<file path="config.mk">
export PLATFORM = sky130hd
export DESIGN_NAME = load_store_unit_flat
export DESIGN_NICKNAME = d
export VERILOG_FILES = /design/src/rtl/lsu_pkg.sv /design/src/rtl/load_store_unit_if.sv /design/src/rtl/lsu_data_align.sv /design/src/rtl/load_store_unit.sv /design/src/flat_wrapper.sv
export SDC_FILE = /design/constraint.sdc
export NUM_CORES = 1
export LEC_CHECK = 0
export ABC_AREA = 1
export CAP_MARGIN = 20
export CORE_UTILIZATION = 54
export DETAILED_ROUTE_END_ITERATION = 10
export PLACE_DENSITY_LB_ADDON = 0.12
export SLEW_MARGIN = 30
export SYNTH_ARGS = -nofsm -noshare
export SYNTH_HDL_FRONTEND = slang
export SYNTH_SLANG_ARGS = --single-unit
export TNS_END_PERCENT = 20
</file>
<file path="constraint.sdc">
create_clock -name sysCLK -period 4.3 [get_ports sysCLK]
set_clock_uncertainty 0.15 [all_clocks]
set_input_delay 0.645 -clock sysCLK [delete_from_list [all_inputs] [get_ports sysCLK]]
set_output_delay 0.645 -clock sysCLK [all_outputs]
set_load 0.05 [all_outputs]
</file>
<file path="src/rtl/lsu_pkg.sv">
`default_nettype none
// ============================================================================
// Module   : lsu_pkg
// Purpose  : Shared constants, state encoding and helpers for the load/store
//            unit (funct3 codes, FSM states, request legality check).
// Revision : 1.0 - initial release
// ============================================================================
package lsu_pkg;

    localparam int LSU_DATA_W = 32;

    localparam logic [2:0] F3_B  = 3'b000;
    localparam logic [2:0] F3_H  = 3'b001;
    localparam logic [2:0] F3_W  = 3'b010;
    localparam logic [2:0] F3_BU = 3'b100;
    localparam logic [2:0] F3_HU = 3'b101;

    typedef enum logic [2:0] {
        ST_IDLE    = 3'd0,
        ST_ACCESS  = 3'd1,
        ST_MERGE   = 3'd2,
        ST_CAPTURE = 3'd3,
        ST_ERR     = 3'd4
    } lsu_state_t;

    // Misaligned or unsupported funct3 for the given direction.
    function automatic logic lsuReqIllegal(input logic isStore,
                                           input logic [2:0] funct3,
                                           input logic [1:0] byteOff);
        logic illegal;
        case (funct3)
            F3_B:    illegal = 1'b0;
            F3_H:    illegal = byteOff[0];
            F3_W:    illegal = (byteOff != 2'b00);
            F3_BU:   illegal = isStore;
            F3_HU:   illegal = isStore | byteOff[0];
            default: illegal = 1'b1;
        endcase
        return illegal;
    endfunction

    function automatic logic [31:0] satInc(input logic [31:0] value);
        return (value == 32'hFFFF_FFFF) ? value : value + 32'd1;
    endfunction

endpackage
`default_nettype wire

</file>
<file path="src/rtl/load_store_unit_if.sv">
`default_nettype none
// ============================================================================
// Module   : load_store_unit_if
// Purpose  : Request/response handshake plus dataMemory port of the LSU.
// Revision : 1.0 - initial release
// ============================================================================
interface load_store_unit_if #(
    parameter int ADDR_W = 16
);
    logic              req_valid;
    logic              req_ready;
    logic              req_we;
    logic [2:0]        req_funct3;
    logic [31:0]       req_addr;
    logic [31:0]       req_wdata;
    logic              resp_valid;
    logic              resp_err;
    logic [31:0]       resp_rdata;
    logic [ADDR_W-1:0] mem_addr;
    logic [31:0]       mem_wdata;
    logic              mem_we;
    logic [31:0]       mem_rdata;

    // Core pipeline and dataMemory side
    modport master (
        output req_valid, req_we, req_funct3, req_addr, req_wdata, mem_rdata,
        input  req_ready, resp_valid, resp_err, resp_rdata,
               mem_addr, mem_wdata, mem_we
    );

    // Load/store unit side
    modport slave (
        input  req_valid, req_we, req_funct3, req_addr, req_wdata, mem_rdata,
        output req_ready, resp_valid, resp_err, resp_rdata,
               mem_addr, mem_wdata, mem_we
    );
endinterface
`default_nettype wire

</file>
<file path="src/rtl/lsu_data_align.sv">
`default_nettype none
// ============================================================================
// Module   : lsu_data_align
// Purpose  : Combinational lane logic: load extract/extend and sub-word store
//            merge into the previously read memory word.
// Revision : 1.0 - initial release
// ============================================================================
module lsu_data_align
    import lsu_pkg::*;
(
    input  wire logic [31:0] i_memWord,
    input  wire logic [31:0] i_storeData,
    input  wire logic [1:0]  i_byteOff,
    input  wire logic [2:0]  i_funct3,
    output logic      [31:0] o_loadData,
    output logic      [31:0] o_mergedWord
);
    logic [7:0]  w_byte;
    logic [15:0] w_half;

    always_comb begin
        case (i_byteOff)
            2'd0:    w_byte = i_memWord[7:0];
            2'd1:    w_byte = i_memWord[15:8];
            2'd2:    w_byte = i_memWord[23:16];
            default: w_byte = i_memWord[31:24];
        endcase
        w_half = i_byteOff[1] ? i_memWord[31:16] : i_memWord[15:0];

        case (i_funct3)
            F3_B:    o_loadData = {{24{w_byte[7]}}, w_byte};
            F3_H:    o_loadData = {{16{w_half[15]}}, w_half};
            F3_W:    o_loadData = i_memWord;
            F3_BU:   o_loadData = {24'd0, w_byte};
            F3_HU:   o_loadData = {16'd0, w_half};
            default: o_loadData = 32'd0;
        endcase

        o_mergedWord = i_memWord;
        case (i_funct3)
            F3_B: begin
                case (i_byteOff)
                    2'd0:    o_mergedWord[7:0]   = i_storeData[7:0];
                    2'd1:    o_mergedWord[15:8]  = i_storeData[7:0];
                    2'd2:    o_mergedWord[23:16] = i_storeData[7:0];
                    default: o_mergedWord[31:24] = i_storeData[7:0];
                endcase
            end
            F3_H: begin
                if (i_byteOff[1]) o_mergedWord[31:16] = i_storeData[15:0];
                else              o_mergedWord[15:0]  = i_storeData[15:0];
            end
            default: o_mergedWord = i_storeData;
        endcase
    end

endmodule
`default_nettype wire

</file>
<file path="src/rtl/load_store_unit.sv">
`default_nettype none
// ============================================================================
// Module   : load_store_unit
// Purpose  : RV32I load/store to word-addressed dataMemory bridge with lane
//            extraction, read-modify-write sub-word stores and error reporting.
//            Optional macro LSU_PERF_CNT_EN adds saturating event counters.
// Revision : 1.0 - initial release
// ============================================================================
module load_store_unit
    import lsu_pkg::*;
#(
    parameter int ADDR_W = 16,
    parameter int DATA_W = LSU_DATA_W
)
(
    input  wire logic         sysCLK,
    input  wire logic         resetN,
    load_store_unit_if.slave  bus
`ifdef LSU_PERF_CNT_EN
    ,
    output logic [31:0]       perf_loads,
    output logic [31:0]       perf_stores,
    output logic [31:0]       perf_errs
`endif
);
    lsu_state_t         r_state;
    logic               r_reqReady;
    logic               r_isStore;
    logic [2:0]         r_funct3;
    logic [1:0]         r_byteOff;
    logic [DATA_W-1:0]  r_storeData;
    logic [ADDR_W-1:0]  r_memAddr;
    logic [DATA_W-1:0]  r_memWdata;
    logic               r_memWe;
    logic               r_respValid;
    logic               r_respErr;
    logic [DATA_W-1:0]  r_respRdata;

    logic [DATA_W-1:0]  w_loadData;
    logic [DATA_W-1:0]  w_mergedWord;
    logic               w_unusedAddrHi;

    // Byte address bits above the attached memory simply wrap.
    assign w_unusedAddrHi = ^bus.req_addr[31:ADDR_W+2];

    lsu_data_align u_align (
        .i_memWord    (bus.mem_rdata),
        .i_storeData  (r_storeData),
        .i_byteOff    (r_byteOff),
        .i_funct3     (r_funct3),
        .o_loadData   (w_loadData),
        .o_mergedWord (w_mergedWord)
    );

    always_ff @(posedge sysCLK or negedge resetN) begin
        if (!resetN) begin
            r_state     <= ST_IDLE;
            r_reqReady  <= 1'b1;
            r_isStore   <= 1'b0;
            r_funct3    <= 3'd0;
            r_byteOff   <= 2'd0;
            r_storeData <= '0;
            r_memAddr   <= '0;
            r_memWdata  <= '0;
            r_memWe     <= 1'b0;
            r_respValid <= 1'b0;
            r_respErr   <= 1'b0;
            r_respRdata <= '0;
        end else begin
            r_respValid <= 1'b0;
            r_respErr   <= 1'b0;
            r_respRdata <= '0;
            r_memWe     <= 1'b0;
            case (r_state)
                ST_IDLE: begin
                    if (bus.req_valid) begin
                        r_reqReady  <= 1'b0;
                        r_isStore   <= bus.req_we;
                        r_funct3    <= bus.req_funct3;
                        r_byteOff   <= bus.req_addr[1:0];
                        r_storeData <= bus.req_wdata;
                        if (lsuReqIllegal(bus.req_we, bus.req_funct3, bus.req_addr[1:0])) begin
                            r_state     <= ST_ERR;
                            r_respValid <= 1'b1;
                            r_respErr   <= 1'b1;
                        end else begin
                            r_state   <= ST_ACCESS;
                            r_memAddr <= bus.req_addr[ADDR_W+1:2];
                            if (bus.req_we && bus.req_funct3 == F3_W) begin
                                r_memWe    <= 1'b1;
                                r_memWdata <= bus.req_wdata;
                            end
                        end
                    end
                end
                ST_ACCESS: begin
                    if (r_isStore && r_funct3 == F3_W) begin
                        r_state     <= ST_IDLE;
                        r_reqReady  <= 1'b1;
                        r_respValid <= 1'b1;
                    end else if (r_isStore) begin
                        // Read word arrives next cycle; write it back merged.
                        r_state <= ST_MERGE;
                        r_memWe <= 1'b1;
                    end else begin
                        r_state <= ST_CAPTURE;
                    end
                end
                ST_MERGE: begin
                    r_memWdata  <= w_mergedWord;
                    r_state     <= ST_IDLE;
                    r_reqReady  <= 1'b1;
                    r_respValid <= 1'b1;
                end
                ST_CAPTURE: begin
                    r_respRdata <= w_loadData;
                    r_state     <= ST_IDLE;
                    r_reqReady  <= 1'b1;
                    r_respValid <= 1'b1;
                end
                ST_ERR: begin
                    r_state    <= ST_IDLE;
                    r_reqReady <= 1'b1;
                end
                default: begin
                    r_state    <= ST_IDLE;
                    r_reqReady <= 1'b1;
                end
            endcase
        end
    end

    assign bus.req_ready  = r_reqReady;
    assign bus.resp_valid = r_respValid;
    assign bus.resp_err   = r_respErr;
    assign bus.resp_rdata = r_respRdata;
    assign bus.mem_addr   = r_memAddr;
    assign bus.mem_we     = r_memWe;
    // Merged word depends on the read data present only during MERGE.
    assign bus.mem_wdata  = (r_state == ST_MERGE) ? w_mergedWord : r_memWdata;

`ifdef LSU_PERF_CNT_EN
    logic [31:0] r_perfLoads;
    logic [31:0] r_perfStores;
    logic [31:0] r_perfErrs;

    always_ff @(posedge sysCLK or negedge resetN) begin
        if (!resetN) begin
            r_perfLoads  <= 32'd0;
            r_perfStores <= 32'd0;
            r_perfErrs   <= 32'd0;
        end else if (r_respValid) begin
            if (r_respErr)      r_perfErrs   <= satInc(r_perfErrs);
            else if (r_isStore) r_perfStores <= satInc(r_perfStores);
            else                r_perfLoads  <= satInc(r_perfLoads);
        end
    end

    assign perf_loads  = r_perfLoads;
    assign perf_stores = r_perfStores;
    assign perf_errs   = r_perfErrs;
`endif

endmodule
`default_nettype wire
</file>
<file path="src/flat_wrapper.sv">
// flat-port wrapper written by rule: the top's interface ports become plain ports
module load_store_unit_flat import lsu_pkg::*;
#(
    parameter int ADDR_W = 16,
    parameter int DATA_W = LSU_DATA_W
)
  (sysCLK, resetN, bus_req_valid, bus_req_we, bus_req_funct3, bus_req_addr, bus_req_wdata, bus_mem_rdata, bus_req_ready, bus_resp_valid, bus_resp_err, bus_resp_rdata, bus_mem_addr, bus_mem_wdata, bus_mem_we);
  load_store_unit_if #(.ADDR_W(ADDR_W)) bus_i ();
  input  wire logic sysCLK;
  input  wire logic resetN;
  input wire logic [$bits(bus_i.req_valid)-1:0] bus_req_valid;
  input wire logic [$bits(bus_i.req_we)-1:0] bus_req_we;
  input wire logic [$bits(bus_i.req_funct3)-1:0] bus_req_funct3;
  input wire logic [$bits(bus_i.req_addr)-1:0] bus_req_addr;
  input wire logic [$bits(bus_i.req_wdata)-1:0] bus_req_wdata;
  input wire logic [$bits(bus_i.mem_rdata)-1:0] bus_mem_rdata;
  output wire logic [$bits(bus_i.req_ready)-1:0] bus_req_ready;
  output wire logic [$bits(bus_i.resp_valid)-1:0] bus_resp_valid;
  output wire logic [$bits(bus_i.resp_err)-1:0] bus_resp_err;
  output wire logic [$bits(bus_i.resp_rdata)-1:0] bus_resp_rdata;
  output wire logic [$bits(bus_i.mem_addr)-1:0] bus_mem_addr;
  output wire logic [$bits(bus_i.mem_wdata)-1:0] bus_mem_wdata;
  output wire logic [$bits(bus_i.mem_we)-1:0] bus_mem_we;
  assign bus_i.req_valid = bus_req_valid;
  assign bus_i.req_we = bus_req_we;
  assign bus_i.req_funct3 = bus_req_funct3;
  assign bus_i.req_addr = bus_req_addr;
  assign bus_i.req_wdata = bus_req_wdata;
  assign bus_i.mem_rdata = bus_mem_rdata;
  assign bus_req_ready = bus_i.req_ready;
  assign bus_resp_valid = bus_i.resp_valid;
  assign bus_resp_err = bus_i.resp_err;
  assign bus_resp_rdata = bus_i.resp_rdata;
  assign bus_mem_addr = bus_i.mem_addr;
  assign bus_mem_wdata = bus_i.mem_wdata;
  assign bus_mem_we = bus_i.mem_we;
  load_store_unit #(.ADDR_W(ADDR_W), .DATA_W(DATA_W)) u_core (.sysCLK(sysCLK), .resetN(resetN), .bus(bus_i));
endmodule
</file>
==> results.cfg <==
[detailed_routing]
drcViolationCount = 0
wl_per_cell_microns = 15.9
viasPerCell = 5.63
vias = 8052
wirelength_mm = 22.8
dr.first_iter.drc_count = 939
first_pass_iters = 7
ant_nets = 0

[layout]
antenna_cells = 0
post_route_cells_drive_above_1_share_pct = 5.82
final_cells = 1430
syn2layout_area_growth_pct = 30.6
final_nets = 1344

[yosys]
synth_cells = 1108
synth_cell_types = 28
synth_seq_area_share_pct = 42.1
synth_nets = 1211
synth_warnings = 0
syn_area_sq_mm = 0.00743
avgSynthCellArea_sq_um = 6.70
synth_seq_cells = 125

[global_route]
grt_pass1_wl_mm = 37.1
antenna_found_initial = 0
overflow = 0
grt_usage_pct = 33.1
grt_max_degree = 76
grt_pass1_vias = 7481

[sta]
timing.fmax_mhz = 261
hold_viol = 0
period_share_pct = 89.0
rsz0062_at_grt = no
finalSetupTns_ns = 0
slew_headroom_pct = 50.6
slew_viol_final = 0
worstMarginPinSlew_ns = 0.739
min_period_ns = 3.83
setup-violations-final = 0

[pwr]
internal_power_mw = 3.84
pwr-share-seq_pct = 24.3
peakVddDrop_mv = 0.642
p_switching_mw = 4.00
clkPwrFrac_pct = 17.6
p_per_area_mw_per_mm2 = 809
power_frac_comb_pct = 58.0
p_leak_nw = 4.90
swShare_pct = 51.0

[worst_hold_path]
holdCritPathClass = input pin to async pin

[critical_path]
crit_type = register to primary output
crit_start = u_core.r_funct3[0]$_DFFE_PN0P_
rr_startpoint = u_core.r_funct3[0]$_DFFE_PN0P_
cp-start-kind = register
cp.required_ns = 3.50
arrival_ns = 3.03
critPathCaptureType = primary output
cp_max_fo = 33
r2r_cells = 5

[status]
outcome = finished clean

[clock_tree]
h-tree-depth = 4
cts_resized = 0
cts_buffer_depth = 2
clk_latency_ns = 0.43
cts_tree = done
clock-root-buffer = clkbuf_16
clock-sinks = 125
cts_inserted_buffers = 17
cts.clk_slew.worst_paths_ns = 0.06
postCtsSetupBuffers = 0
holdBufCountCts = 0

[floorplanning]
core_sq_mm = 0.0133
dieArea_sq_mm = 0.0142
start_util_pct = 55.7
fp.dieW_microns = 119
die_y_microns = 119
io_pins = 187
placementRows = 42

[placement]
gp_congestion = 1.03
placedCellCount = 1398
portBuffers = 172
place_hpwl_mm = 16.0

[run]
drv_cap = 0
## through the flow
step	instance area, sq um	setup slack [ns]	utilization, %	power [mW]	hold WS, ns
final	9700	0.475	72.7	7.85	0.0320
after global routing	9700	0.291	72.7	8.35	0.0861
after CTS	9700	0.521	72.7	7.79	0.0512
after detailed placement	9130	0.865	68.4	6.37	0.308
after global placement	9130	0.857	68.4	6.31	0.303
after floorplan	7430	2.03	-	5.16	0.199
## cell usage after synthesis (all sizes together)
master	instances	area (sq um)
a21oi	63	315
a22oi	4	30.0
a31oi	2	12.5
buf	50	278
clkbuf	21	78.8
dfrtp	124	3100
dfstp	1	26.3
inv	72	270
nand2	494	1870
nand3	177	896
nand4	1	6.26
nor2	17	98.8
nor3	1	5.00
nor4	1	6.26
o211ai	8	60.1
o21ai	63	315
o21bai	1	7.51
o22a	1	8.76
o22ai	7	43.8
## worst max-delay path: stages, from the launching register on
cell and delay (ns):
dfrtp_1 0.42, inv_2 0.09, nand2_2 0.15, nor2_4 0.60
nand3_1 0.18, nand3_1 0.15, nand2_1 0.09, nand2_1 0.11
clkdlybuf4s50_1 0.80
## layout by cell type, fill, tap and decap left out, types with 11 or more instances in the layout
| master | count |
|---|---|
| clkbuf_16 | 17 |
| a21oi_1 | 63 |
| inv_2 | 14 |
| buf_4 | 13 |
| dfrtp_1 | 123 |
| o21ai_0 | 55 |
| nor2_1 | 11 |
| clkdlybuf4s50_1 | 171 |
| inv_1 | 58 |
| nand3_1 | 175 |
| nand2_1 | 490 |
## power groups by stage
stage | clock [mW] | sequential (mW) | combinational, mW
6_report | 1.38 | 1.91 | 4.55
5_1_grt | 1.45 | 1.95 | 4.95
4_1_cts | 1.39 | 1.90 | 4.51
3_5_place_dp | 0 | 1.90 | 4.47
3_3_place_gp | 0 | 1.89 | 4.42
2_1_floorplan | 0 | 2.17 | 2.99
## cell type report
| class | instances | area [sq um] |
|---|---|---|
| Clock inverter | 12 | 114 |
| Tap cell | 176 | 220 |
| Timing Repair Buffer | 185 | 1830 |
| Inverter | 72 | 270 |
| Sequential cell | 125 | 3130 |
| Clock buffer | 20 | 457 |
| Multi-Input combinational cell | 840 | 3680 |
| Fill cell | 1112 | 3650 |
## kinds of logic after synthesis
logic type | Yosys count | share of synthesized area [%]
buf+inv | 143 | 8.44
simple gates | 691 | 38.8
compound gates | 149 | 10.7
flops | 125 | 42.1
## flip-flops by register name, indices dropped and copies added (netlist names)
register               flops
u_core.r_memWdata         32
u_core.r_isStore           1
u_core.bus.mem_we          1
u_core.bus.req_ready       1
u_core.r_byteOff           2
u_core.bus.resp_valid      1
u_core.bus.mem_addr       16
u_core.bus.resp_err        1
u_core.r_funct3            3
u_core.bus.resp_rdata     32
u_core.r_state             3
u_core.r_storeData        32
## per-layer routing
metal | vias up | wire (microns) | global-route usage, %
li1 | 3833 | - | -
met1 | 3706 | 9780 | 46.2
met2 | 444 | 10000 | 50.3
met3 | 69 | 2170 | 5.32
met4 | 0 | 786 | 15.6
met5 | - | 0 | 0
## worst paths after layout
path / to / slack, ns
worst max-delay path: bus_mem_wdata[0] / 0.47
worst min-delay path: u_core.bus.resp_rdata[5]$_DFF_PN0_ / 0.03
worst max register to register: u_core.bus.resp_rdata[25]$_DFF_PN0_ / 1.88
worst min register to register: u_core.bus.mem_addr[11]$_DFFE_PN0P_ / 0.32
max in group asynchronous: u_core.r_funct3[1]$_DFFE_PN0P_ / 3.00
min in group sysCLK: u_core.bus.mem_addr[11]$_DFFE_PN0P_ / 0.32
Note: power is estimated with default switching activity, not from simulation.
